===== src/rtl/uart_rx_pkg.sv =====
// Shared constants and helpers for the UART receive path.
package uart_rx_pkg;

    localparam int   DEF_PRESCALE_W = 6;
    localparam int   DEF_FRAME_BITS = 11;
    localparam logic IDLE_LEVEL     = 1'b1;
    localparam int   MIN_PRESCALE   = 4;

    function automatic logic majority3(input logic a, input logic b, input logic c);
        return (a & b) | (a & c) | (b & c);
    endfunction

endpackage


===== src/rtl/rx_sync.sv =====
// N-flop synchroniser for the asynchronous serial line; resets to the idle level.
module rx_sync
    import uart_rx_pkg::*;
#(
    parameter int STAGES = 2
) (
    input  logic CLK,
    input  logic RST,
    input  logic lineRaw,
    output logic lineSync
);

    logic [STAGES-1:0] chain;

    always_ff @(posedge CLK) begin
        if (RST) begin
            chain <= {STAGES{IDLE_LEVEL}};
        end else begin
            chain <= {chain[STAGES-2:0], lineRaw};
        end
    end

    assign lineSync = chain[STAGES-1];

endmodule


===== src/rtl/rx_bit_sampler.sv =====
// UART receive front end: line synchroniser, edge/bit counters and
// three-sample majority vote around each bit centre.
module rx_bit_sampler
    import uart_rx_pkg::*;
#(
    parameter int PRESCALE_W  = DEF_PRESCALE_W,
    parameter int FRAME_BITS  = DEF_FRAME_BITS,
    parameter int SYNC_STAGES = 2
) (
    input  logic                  CLK,
    input  logic                  RST,
    input  logic                  Enable,
    input  logic                  RxIn,
    input  logic [PRESCALE_W-1:0] Prescale,
    output logic                  SampledBit,
    output logic                  SampleValid,
    output logic [PRESCALE_W-1:0] EdgeCount,
    output logic [3:0]            BitCount,
    output logic                  RxSync
);

    localparam logic [PRESCALE_W-1:0] ONE       = PRESCALE_W'(1);
    localparam logic [PRESCALE_W-1:0] EVEN_MASK = ~ONE;
    localparam logic [PRESCALE_W-1:0] MIN_P     = PRESCALE_W'(MIN_PRESCALE);
    localparam logic [3:0]            LAST_BIT  = 4'(FRAME_BITS - 1);

    logic [PRESCALE_W-1:0] evenPrescale;
    logic [PRESCALE_W-1:0] effPrescale;
    logic [PRESCALE_W-1:0] lastEdge;
    logic [PRESCALE_W-1:0] midPoint;
    logic                  edgeWrap;
    logic                  s0;
    logic                  s1;

    rx_sync #(
        .STAGES(SYNC_STAGES)
    ) uSync (
        .CLK      (CLK),
        .RST      (RST),
        .lineRaw  (RxIn),
        .lineSync (RxSync)
    );

    // Odd ratios round down and tiny ratios clamp up so the three sample points
    // always land inside one bit.
    assign evenPrescale = Prescale & EVEN_MASK;
    assign effPrescale  = (evenPrescale < MIN_P) ? MIN_P : evenPrescale;
    assign midPoint     = effPrescale >> 1;
    assign lastEdge     = effPrescale - ONE;
    assign edgeWrap     = (EdgeCount >= lastEdge);

    // Using >= for the wrap keeps the counter from running away if the ratio
    // shrinks mid-frame.
    always_ff @(posedge CLK) begin
        if (RST || !Enable) begin
            EdgeCount <= '0;
            BitCount  <= '0;
        end else if (edgeWrap) begin
            EdgeCount <= '0;
            BitCount  <= (BitCount >= LAST_BIT) ? 4'd0 : BitCount + 4'd1;
        end else begin
            EdgeCount <= EdgeCount + ONE;
        end
    end

    always_ff @(posedge CLK) begin
        if (RST) begin
            s0          <= IDLE_LEVEL;
            s1          <= IDLE_LEVEL;
            SampledBit  <= IDLE_LEVEL;
            SampleValid <= 1'b0;
        end else begin
            SampleValid <= 1'b0;
            if (Enable) begin
                if (EdgeCount == midPoint - ONE) begin
                    s0 <= RxSync;
                end
                if (EdgeCount == midPoint) begin
                    s1 <= RxSync;
                end
                if (EdgeCount == midPoint + ONE) begin
                    SampledBit  <= majority3(s0, s1, RxSync);
                    SampleValid <= 1'b1;
                end
            end
        end
    end

endmodule

===== config.mk =====
export PLATFORM = sky130hd
export DESIGN_NAME = rx_bit_sampler
export DESIGN_NICKNAME = d
export VERILOG_FILES = /design/src/rtl/uart_rx_pkg.sv /design/src/rtl/rx_sync.sv /design/src/rtl/rx_bit_sampler.sv
export SDC_FILE = /design/constraint.sdc
export NUM_CORES = 1
export LEC_CHECK = 0
export ABC_AREA = 1
export CELL_PAD_IN_SITES_DETAIL_PLACEMENT = 0
export CELL_PAD_IN_SITES_GLOBAL_PLACEMENT = 1
export CORE_MARGIN = 10
export CORE_UTILIZATION = 37
export CTS_CLUSTER_DIAMETER = 40
export DETAILED_ROUTE_END_ITERATION = 8
export PLACE_DENSITY = 0.81
export SYNTH_ARGS = -nofsm -noshare
export SYNTH_HDL_FRONTEND = slang
export SYNTH_SLANG_ARGS = --single-unit
export TNS_END_PERCENT = 20

===== constraint.sdc =====
create_clock -name CLK -period 3.1 [get_ports CLK]
set_input_delay 0.465 -clock CLK [delete_from_list [all_inputs] [get_ports CLK]]
set_output_delay 0.465 -clock CLK [all_outputs]
set_load 0.02 [all_outputs]

Word level (Yosys, flattened, before mapping)
Cells that the tools add are included.
Word-level totals
  register bits after elaboration: 16
  input bits: 10
  word-level logic and storage cells: 34
Cells by class
  $add $sub $neg: 5
  $lt $le $gt $ge: 3
  equality and inequality tests: 3
  multiplexer cells: 3
  bitwise gates (word level): 6
  reduce and logical (&&, ||, !) cells: 7
Operators with widths (number)
  $eq 6x6->1: 2
  $add 5x1->6 const B: 1
  $add 6x1->6 const B: 1
  $eq 6x5->1: 1
  $ge 6x6->1: 1
  $lt 6x3->1 const B: 1
  $mux 6: 1
  $reduce_and 2->1: 3
  $sub 5x1->6 const B: 1
  $sub 6x1->6 const B: 1
  $add 4x1->4 const B: 1
  $ge 4x4->1 const B: 1
  $mux 4: 1
  $reduce_or 2->1: 2
  $and 1x1->1: 3
  $or 1x1->1: 2
  $logic_not 1->1: 1
  $logic_or 1x1->1: 1
  $mux 1: 1
  $not 1->1: 1

Logic depth before layout (Yosys ltp)
Gate-level depths: netlist of run 1.
  word-level depth: 5
  mapped depth: 15
  depth with buffers taken out: 14

By module
From an unflattened synthesis of run 1, not the netlist that was laid out.
Unflattened totals
  cell total of the unflattened synthesis: 183
  area total of the unflattened synthesis: 1248.7 um2
By module, submodules not included
  rx_bit_sampler: times used 1, cells each 176, area an instance 1189.9 um2, seq. area each 280.3 um2
  rx_sync: times used 1, cells each 7, area an instance 58.8 um2, seq. area each 40.0 um2

Worst setup path after synthesis of run 1
No wires, ideal clock.
  path kind: input port to flip-flop
  from: input Prescale[3]
  to: register EdgeCount[2]
  setup time: 82 ps
  arrival time: 2347 ps
  slack: 671 ps
  stages on the path: 12
  buffers on the path: 1
  path through: buf_6 > nor2_4 > nand2_4 > nand2_1 > inv_1 > ha_1 > nand3_1 > xor2_1 > ha_1 > a21oi_1 > nand4_1 > nor3b_1
Between the ends
  longest elaborated chain between the ends: 5
Ends and longest elaborated chain
  start, declared: RTL line rx_bit_sampler.sv:14  | input logic [PRESCALE_W-1:0] Prescale,
  $lt 6x3->1: RTL line rx_bit_sampler.sv:47  | assign effPrescale = (evenPrescale < MIN_P) ? MIN_P : evenPrescale;
  $mux 6 *: RTL line rx_bit_sampler.sv:47
  $sub 6x1->6 *: RTL line rx_bit_sampler.sv:49  | assign lastEdge = effPrescale - ONE;
  $ge 6x6->1 *: RTL line rx_bit_sampler.sv:50  | assign edgeWrap = (EdgeCount >= lastEdge);
  $reduce_or 2->1 (no source line) *
  end signal, assigned: RTL line rx_bit_sampler.sv:62  | EdgeCount <= EdgeCount + ONE;
  end, declared: RTL line rx_bit_sampler.sv:17  | output logic [PRESCALE_W-1:0] EdgeCount,
Every way passes the cells marked *; elsewhere a longest branch is shown, timed or not.
A chain may end at the register's enable or synchronous reset.

Worst setup path in the final report of run 1
  from: input Prescale[2]
  to: register BitCount[3]
Between the ends
  longest elaborated chain between the ends: 4
Ends and longest elaborated chain
  $lt 6x3->1: RTL line rx_bit_sampler.sv:47
  $mux 6 *: RTL line rx_bit_sampler.sv:47
  $sub 6x1->6 *: RTL line rx_bit_sampler.sv:49
  $ge 6x6->1 *: RTL line rx_bit_sampler.sv:50
  end signal, assigned: RTL line rx_bit_sampler.sv:60  | BitCount <= (BitCount >= LAST_BIT) ? 4'd0 : BitCount + 4'd1;
  end, declared: RTL line rx_bit_sampler.sv:18  | output logic [3:0] BitCount,
Marked as above.

==> reports/metrics.cfg, run 1 <==
[status]
outcome=complete, no violations

[yosys]
syn-num-nets=195
yosys-top-cells-area=dfxtp_1, ha_1, nand2_1, inv_1, nand3_1
synth_top_area_share_pct=26.0
yosys.area.top_type=dfxtp_1
synthCells=175
synth_cell_type_count=29
ys_ff_latch=16
syn_area_um2=1230
syn-mean-instance-area_um2=7.04
ys_seq_area_share_pct=26.0
yosysWarnings=0

[final_layout]
layout-drive-gt1-share_pct=18.0
final_area_um2=1570
num_antenna_cells=0
final_common_cell=nand2_1
final_nets=228
areaGrowthSynthToFinish_pct=27.3
final_cell_mix=nand2_1, inv_1, clkdlybuf4s50_1
finish.utilization_pct=50.2
finalNonFillerCells=250

[cts]
cts_max_level=1
clk_pin_slew_ns=0.09
cts-root-buf=clkbuf_4
cts_tree=built
numCtsBuffers=3
hold_buffers=0
cts_setup_buffers=0
clk_path_buf_depth=2
clkLatencyLatePin_ns=0.28
cts.sinks=16
cts_resized=0

[sta]
hold_viol=0
fin_crit_sh_pct=87.7
worst_pin_slew_ns=0.350
rsz0062_at_grt=false
slew_headroom_pct=76.5
fin_skew_ns=0.00737
fmax_ghz=0.368
min_period_ns=2.72
drv_slew=0
setup_viol=0
final.setup.tns_ns=0
whs_ns=0.416

[placed_design]
dp_hpwl_um=2360
gp_congestion=0.808
io_buffers=21
post_dp_cell_area_um2=1550
placed_cells=247

[die]
core_area_um2=3130
boundaryPins=23
num_rows=20
die_y_um=77.7
initial_core_util_pct=39.4
die_w_um=77.7
design.die.area_um2=6040

[setup_path]
end_kind=flip-flop
crit_type=in -> reg
cp_max_fo=7
start_kind=input port
critPathRequiredTime_ns=3.28
cp.arrival_ns=2.90
r2r_setup_slack_ns=1.48

[routing]
top_layer_used=met4
wl_met3_um=164
wire_per_inst_um=11.3
drt_drc_violations_left=0
routed-via-count=1174
wl_met2_um=1370
met1_length_um=1260
vias_per_cell=4.70
wl_um=2820
drtPass1Iterations=5
ant_nets=0
drt_iter0_drc=43

[global_route]
grt_pass1_vias=1169
grt_pass1_wl_um=4890
antenna_found_initial=0
grtUsageTotal_pct=9.59
grt_overflow=0
grt_max_degree=9

[pwr]
ir_drop_mv=0.164
p_per_area_nw_per_um2=268
p_leak_nw=0.740

[worst_hold_path]
min_path_type=reg -> reg

[run]
drv_cap=0

[sequential cells by signal, summed over array words and instances (netlist names)]
name         count
EdgeCount        6
BitCount         4
uSync.chain      2
SampleValid      1
SampledBit       1
s0               1
s1               1
[metrics by stage]
step	power, mW	setup WS [ns]
floorplan	0.285	0.671
global placement	0.319	0.147
detailed placement	0.321	0.0893
CTS	0.428	0.385
global route	0.449	0.140
finish	0.420	0.382
[layer usage]
metal	vias to the layer above	GRT usage (%)
li1	625	-
met1	525	10.8
met2	20	16.5
met3	4	3.92
met4	0	2.19
met5	-	0
[worst paths after layout]
kind                                  start                         to  cells after the start
setup / recovery                Prescale[2]   BitCount[3]$_SDFFE_PP0P_                     14
hold / removal    uSync.chain[0]$_SDFF_PP1_  uSync.chain[1]$_SDFF_PP1_                      1
hold reg to reg   uSync.chain[0]$_SDFF_PP1_  uSync.chain[1]$_SDFF_PP1_                      1
setup reg to reg    EdgeCount[1]$_SDFF_PP0_    EdgeCount[2]$_SDFF_PP0_                      6
[layout make-up]
class	count	area, um2
clock buffer	3	22.5
fill	317	1560
inverter	28	109
multi-input combinational	130	792
sequential	16	320
tap	44	55.1
timing repair buffer	29	270
[cells by family (layout without fill, tap and decap cells)]
logic type	count (synthesis)	after routing	synth area share [%]
adders and majority gates	11	11	11.0
and+or+nand+nor	99	99	42.3
AOI/OAI and AO/OA	12	12	5.28
buffers and inverters	29	60	9.75
xor gates and xnor gates	8	8	5.69
DFF	16	16	26.0
[cell usage after synthesis]
master and number:
buf_6 1, xnor2_1 3, inv_2 2, nor3b_1 2, o31ai_1 1, nand3b_1 3
nand2_2 10, or2_2 3, inv_4 1, maj3_1 1, a21oi_1 6, nand2_4 2
nand3_1 17, nand3_2 1, a21o_1 1, clkinv_2 1, xor2_1 5, nor2_2 3
nor3_1 1, nand2_1 33, inv_1 24, nor3_4 1, nor2_1 13, ha_1 10
dfxtp_1 16, o21ai_0 3, o21ai_1 1, nor2_4 2, nand4_1 8
[worst max-delay path, stage by stage]
cell	delay, ns
clkdlybuf4s50_1	0.60
nor2_4	0.07
nand2_4	0.11
nand2_1	0.08
inv_1	0.06
ha_1	0.21
nand3_1	0.14
xor2_1	0.16
ha_1	0.29
a21oi_1	0.20
buf_4	0.16
nand3_1	0.15
a21oi_1	0.16
a21oi_1	0.05
[power by group]
part           leakage, nW  switching, mW  internal (mW)
Sequential           0.130        0.00455          0.209
Combinational        0.596         0.0571         0.0448
Clock               0.0138         0.0598         0.0451
Note: power is estimated with default switching activity, not from simulation.
==> run 2: changes to the inputs <==
--- a/config.mk
+++ b/config.mk
@@ -9,10 +9,10 @@
 export CELL_PAD_IN_SITES_DETAIL_PLACEMENT = 0
 export CELL_PAD_IN_SITES_GLOBAL_PLACEMENT = 1
 export CORE_MARGIN = 10
-export CORE_UTILIZATION = 37
+export CORE_UTILIZATION = 30
 export CTS_CLUSTER_DIAMETER = 40
 export DETAILED_ROUTE_END_ITERATION = 8
-export PLACE_DENSITY = 0.81
+export PLACE_DENSITY = 0.69
 export SYNTH_ARGS = -nofsm -noshare
 export SYNTH_HDL_FRONTEND = slang
 export SYNTH_SLANG_ARGS = --single-unit
==> run 2 against run 1 <==
Via count is 2.7% higher; cell area increased by 4.9%; sequential share of layout area fell by 0.96 points; die area is 17% higher; sequential power about the same; routed wire length rose by 8.5%.
==> reports/metrics.cfg, run 2 (same netlist as run 1, synthesis figures left out) <==
[status]
outcome=complete, no violations

[pwr]
clkPwrFrac_pct=37.0  ; +12 points
pwr-share-comb_pct=21.1  ; -3.2 points
p_sw_share_pct=27.3  ; -1.6 points
power_frac_seq_pct=41.9  ; -8.9 points
ir_drop_mv=0.184  ; +12%
p_leak_nw=0.778  ; +5.2%
p_sw_uw=139  ; +15%
p_per_area_nw_per_um2=309  ; +16%
internal_power_uw=370  ; +24%

[final_layout]
num_antenna_cells=0  ; unchanged
regMostFlops=EdgeCount
areaGrowthSynthToFinish_pct=33.6
finish.utilization_pct=41.2  ; -9.0 points
num-fill-cells=412  ; +30%
finalNonFillerCells=262  ; +4.8%
final_nets=233  ; +2.2%
final_area_um2=1650  ; +4.9%
largest_register_ffs=6  ; unchanged
top_regs=EdgeCount x6, BitCount x4, uSync.chain x2
final_cell_mix=nand2_1, inv_1, clkdlybuf4s50_1
final_common_cell=nand2_1
layout-drive-gt1-share_pct=20.3  ; +2.3 points

[global_route]
antenna_found_initial=0  ; unchanged
grtUsageTotal_pct=8.75  ; -0.83 points
grt_pass1_vias=1206  ; +3.2%
grt_overflow=0  ; unchanged
grt_max_degree=10  ; +1
grt_pass1_wl_um=5300  ; +8.5%

[setup_path]
path_cells=clkdlybuf4s50_1, nor2_4, nand2_4, nand2_1, inv_1, ha_1, nand3_1, xor2_1, ha_1, nand2_1, inv_1, o21ai_1, nand4_1, buf_4, nor3b_1
cp.arrival_ns=2.93  ; +0.03 ns
r2r_setup_slack_ns=1.49  ; about the same
r2r-end=EdgeCount[2]$_SDFF_PP0_
critPathMaxStageDelay_ns=0.50  ; -0.10 ns
end_kind=flip-flop
crit_type=in -> reg
start_kind=input port
worst_path_max_delay_cell=clkdlybuf4s50_1
cp_max_fo=8  ; +1
critPathRequiredTime_ns=3.27  ; about the same
reg2reg_depth=6  ; unchanged
r2r-start=EdgeCount[1]$_SDFF_PP0_

[die]
design.die.area_um2=7070  ; +17%
initial_core_util_pct=30.8  ; -8.6 points
die_y_um=84.1  ; +8.2%
boundaryPins=23  ; unchanged
die_w_um=84.1  ; +8.2%
core_area_um2=4000  ; +28%
num_rows=23  ; +15%

[worst_hold_path]
min_path_type=reg -> reg
holdPathEnd=uSync.chain[1]$_SDFF_PP1_
whs_path_depth=1  ; unchanged
min_from=uSync.chain[0]$_SDFF_PP1_

[sta]
fin_skew_ns=0.00401  ; -0.00336 ns
whs_ns=0.415  ; -0.000912 ns
min_period_ns=2.76  ; +0.0390 ns
slew_headroom_pct=75.0  ; -1.4 points
worst_pin_slew_ns=0.371  ; +0.0212 ns
fmax_ghz=0.363  ; -1.4%
setup_viol=0  ; unchanged
drv_slew=0  ; unchanged
hold_viol=0  ; unchanged
rsz0062_at_grt=false
final.setup.tns_ns=0  ; unchanged
fin_crit_sh_pct=88.9  ; +1.3 points

[placed_design]
io_buffers=21  ; unchanged
post_dp_cell_area_um2=1590  ; +2.9%
gp_congestion=0.835  ; +3.3%
placed_cells=258  ; +4.5%
dp_hpwl_um=2550  ; +8.0%

[cts]
cts.sinks=16  ; unchanged
cts-root-buf=clkbuf_8
cts_setup_buffers=0  ; unchanged
cts_max_level=1  ; unchanged
clk_pin_slew_ns=0.07  ; -0.02 ns
clkLatencyLatePin_ns=0.25  ; -0.03 ns
hold_buffers=0  ; unchanged
clk_path_buf_depth=2  ; unchanged
numCtsBuffers=3  ; unchanged
cts_tree=built
cts_resized=0  ; unchanged

[routing]
ant_nets=0  ; unchanged
drt_drc_violations_left=0  ; unchanged
routed-via-count=1206  ; +2.7%
drt_iter0_drc=51  ; +19%
vias_per_cell=4.60  ; -2.0%
drtPass1Iterations=5  ; unchanged
wire_per_inst_um=11.7  ; +3.5%
wl_um=3050  ; +8.5%

[run]
drv_cap=0  ; unchanged

-- run 2: power groups by stage --
stage | clock network, mW | registers, mW | logic, mW
floorplan | 0 | 0.220 | 0.0650
global placement | 0 | 0.218 | 0.106
detailed placement | 0 | 0.218 | 0.108
CTS | 0.196 | 0.214 | 0.109
global route | 0.210 | 0.214 | 0.121
finish | 0.188 | 0.214 | 0.107
-- run 2: layer usage --
metal  GRT usage (%)  up-vias  share of wire [%]
met5               0        -                  0
met4            2.74        0                1.4
met3            2.93        4                4.4
met2            15.7       17                 49
met1            9.31      546                 45
li1                -      639                  -
-- run 2: layout make-up --
type | instances | area [um2] | share of cell area [%]
inverter | 28 | 109 | 6.61
tap | 50 | 62.6 | 3.80
multi-input combinational | 130 | 792 | 48.1
sequential | 16 | 320 | 19.5
timing repair buffer | 34 | 308 | 18.7
clock buffer | 4 | 55.1 | 3.34
-- run 2: worst max path at each step --
stage                           start                  endpoint  slack, ns  depth (start not counted)
final                     Prescale[2]   EdgeCount[2]$_SDFF_PP0_       0.34                         15
after global routing      Prescale[2]  BitCount[3]$_SDFFE_PP0P_       0.12                         14
after CTS                 Prescale[2]   EdgeCount[2]$_SDFF_PP0_       0.33                         15
after detailed placement  Prescale[2]   EdgeCount[2]$_SDFF_PP0_       0.08                         15
after global placement    Prescale[2]  BitCount[3]$_SDFFE_PP0P_       0.17                         14
after floorplan           Prescale[3]   EdgeCount[2]$_SDFF_PP0_       0.67                         12
-- run 2: critical path, delay by kind of cell --
family	cells	cell delay, ns
compound gates	1	0.14
xor+xnor	1	0.19
fa+ha+maj	2	0.50
buf+inv	4	0.77
simple gates	7	0.85
-- run 2: per-stage QoR --
step           power, mW  worst slack [ns]
3_3_place_gp       0.324             0.169
4_1_cts            0.519             0.329
6_report           0.509             0.343
5_1_grt            0.544             0.122
3_5_place_dp       0.327            0.0786
2_1_floorplan      0.285             0.671
==> run 3: changes to the inputs <==
--- a/config.mk
+++ b/config.mk
@@ -8,7 +8,6 @@
 export ABC_AREA = 1
 export CELL_PAD_IN_SITES_DETAIL_PLACEMENT = 0
 export CELL_PAD_IN_SITES_GLOBAL_PLACEMENT = 1
-export CORE_MARGIN = 10
 export CORE_UTILIZATION = 30
 export CTS_CLUSTER_DIAMETER = 40
 export DETAILED_ROUTE_END_ITERATION = 8
==> constraint.sdc (replaced) <==
create_clock -name CLK -period 3.5 [get_ports CLK]
set_input_delay 0.525 -clock CLK [delete_from_list [all_inputs] [get_ports CLK]]
set_output_delay 0.525 -clock CLK [all_outputs]
set_load 0.02 [all_outputs]
==> run 3 against run 2 <==
Cell count fell by 5.0%; highest routed layer unchanged; critical path type unchanged; clock skew fell by 0.0030 ns; sequential power fell by 12%; clock-buffer cell count fell by 1; total power fell by 19%; setup slack improved by 0.082 ns.
==> reports/metrics.cfg, run 3 (same netlist as run 1, synthesis figures left out) <==
[global_route]
grt_pass1_wl_um=4830  ; -8.9%
grt_overflow=0  ; unchanged
grt_max_degree=9  ; -1
grtUsageTotal_pct=14.6  ; +5.9 points
grt_pass1_vias=1110  ; -8.0%
antenna_found_initial=0  ; unchanged

[sta]
worst_pin_slew_ns=0.392  ; +0.0204 ns
drv_slew=0  ; unchanged
fin_skew_ns=0.00101  ; -0.00300 ns
fin_crit_sh_pct=87.9
whs_ns=0.409  ; -0.00637 ns
setup_viol=0  ; unchanged
final.setup.tns_ns=0  ; unchanged
rsz0062_at_grt=false
hold_viol=0  ; unchanged
fmax_ghz=0.325
min_period_ns=3.08
slew_headroom_pct=73.7  ; -1.4 points

[cts]
cts_max_level=1  ; unchanged
clkLatencyLatePin_ns=0.25  ; about the same
numCtsBuffers=3  ; unchanged
cts_tree=built
cts-root-buf=clkbuf_8
cts_setup_buffers=0  ; unchanged
cts_resized=0  ; unchanged
clk_path_buf_depth=2  ; unchanged
cts.sinks=16  ; unchanged
clk_pin_slew_ns=0.06  ; about the same
hold_buffers=0  ; unchanged

[setup_path]
critPathMaxStageDelay_ns=0.59  ; +0.09 ns
worst_path_max_delay_cell=clkdlybuf4s50_1
r2r-start=EdgeCount[1]$_SDFF_PP0_
critPathBufInv=3  ; -1
critPathRequiredTime_ns=3.66  ; +0.39 ns
r2r_setup_slack_ns=1.75  ; +0.26 ns
path_cells=clkdlybuf4s50_1, nor2_4, nand2_4, nand2_1, inv_1, ha_1, nand3_1, xor2_1, ha_1, nand2_1, inv_1, o21ai_1, nand4_1, nor3b_1
startpoint=Prescale[2]
crit_type=in -> reg
path_delay_family=simple AND/OR/NAND/NOR gates
end_kind=flip-flop
start_kind=input port
cp_max_fo=8  ; unchanged
cp.arrival_ns=3.24  ; +0.31 ns

[routing]
vias_per_cell=4.63  ; +0.60%
wl_um=2740  ; -10%
drt_iter0_drc=34  ; -33%
drt_drc_violations_left=0  ; unchanged
wire_per_inst_um=11.0  ; -5.5%
ant_nets=0  ; unchanged
drtPass1Iterations=4  ; -1
routed-via-count=1153  ; -4.4%

[pwr]
power_frac_seq_pct=45.8  ; +3.9 points
p_per_area_nw_per_um2=265  ; -14%
p_sw_uw=114  ; -18%
p_leak_nw=0.725  ; -6.9%
internal_power_uw=299  ; -19%
clkPwrFrac_pct=32.9  ; -4.1 points
ir_drop_mv=0.208  ; +13%
power.total_uw=412  ; -19%
p_sw_share_pct=27.6  ; +0.29 points
pwr-share-comb_pct=21.4  ; +0.3 points

[die]
die_w_um=66.1  ; -21%
design.die.area_um2=4370  ; -38%
boundaryPins=23  ; unchanged
core_area_um2=3800  ; -5.0%
initial_core_util_pct=32.4  ; +1.6 points
die_y_um=66.1  ; -21%
num_rows=22  ; -4.3%

[placed_design]
gp_congestion=0.755  ; -9.6%
placed_cells=246  ; -4.7%
post_dp_cell_area_um2=1510  ; -4.9%
dp_hpwl_um=2290  ; -9.9%
io_buffers=21  ; unchanged

[final_layout]
regMostFlops=EdgeCount
seqCellArea_um2=320  ; unchanged
areaGrowthSynthToFinish_pct=26.2
multi_input_area_um2=792  ; unchanged
final_nets=223  ; -4.3%
num_antenna_cells=0  ; unchanged
largest_register_ffs=6  ; unchanged
finalNonFillerCells=249  ; -5.0%
final_common_cell=nand2_1
final_area_um2=1560  ; -5.5%
top_regs=EdgeCount x6, BitCount x4, uSync.chain x2
layout-drive-gt1-share_pct=15.9  ; -4.4 points
num-fill-cells=394  ; -4.4%
final_cell_mix=nand2_1, inv_1, clkdlybuf4s50_1

[run]
drv_cap=0  ; unchanged

[worst_hold_path]
min_path_type=reg -> reg
min_from=uSync.chain[0]$_SDFF_PP1_

[status]
outcome=complete, no violations

## run 3: cell type report
class                           instances  area share, %
Tap cell                               48           3.86
Inverter                               28           7.00
Clock buffer                            3           2.65
Multi-Input combinational cell        130           50.9
Timing Repair Buffer                   24           15.0
Sequential cell                        16           20.6
## run 3: metal layers
layer	share of wire (%)	up-vias	track usage, %
met5	0	-	0
met4	0.66	0	2.39
met3	5.5	2	4.14
met2	48	25	26.3
met1	46	511	17.4
li1	-	615	-
## run 3: final timing paths
path | end | cells after the start
setup / recovery | EdgeCount[2]$_SDFF_PP0_ | 14
hold / removal | uSync.chain[1]$_SDFF_PP1_ | 1
hold reg to reg | uSync.chain[1]$_SDFF_PP1_ | 1
setup reg to reg | EdgeCount[2]$_SDFF_PP0_ | 5
## run 3: power groups by stage
stage / sequential (mW) / clock [mW] / combinational, mW
4_1_cts: 0.189 / 0.142 / 0.0897
3_3_place_gp: 0.193 / 0 / 0.0875
5_1_grt: 0.189 / 0.156 / 0.0998
3_5_place_dp: 0.193 / 0 / 0.0892
6_report: 0.189 / 0.136 / 0.0881
2_1_floorplan: 0.194 / 0 / 0.0576
## run 3: worst register-to-register path: cells and delay by family, from the launching register on
kind                       cells  cell delay [ns]
DFF                            1             0.47
adders and majority gates      1             0.28
and+or+nand+nor                3             0.73
AOI/OAI and AO/OA              1             0.18
## run 3: through the flow
| stage | setup WS (ns) | util [%] |
|---|---|---|
| finish | 0.425 | 40.9 |
| global route | 0.174 | 40.9 |
| CTS | 0.382 | 40.9 |
| detailed placement | 0.134 | 39.9 |
| global placement | 0.205 | 39.9 |
| floorplan | 1.01 | - |
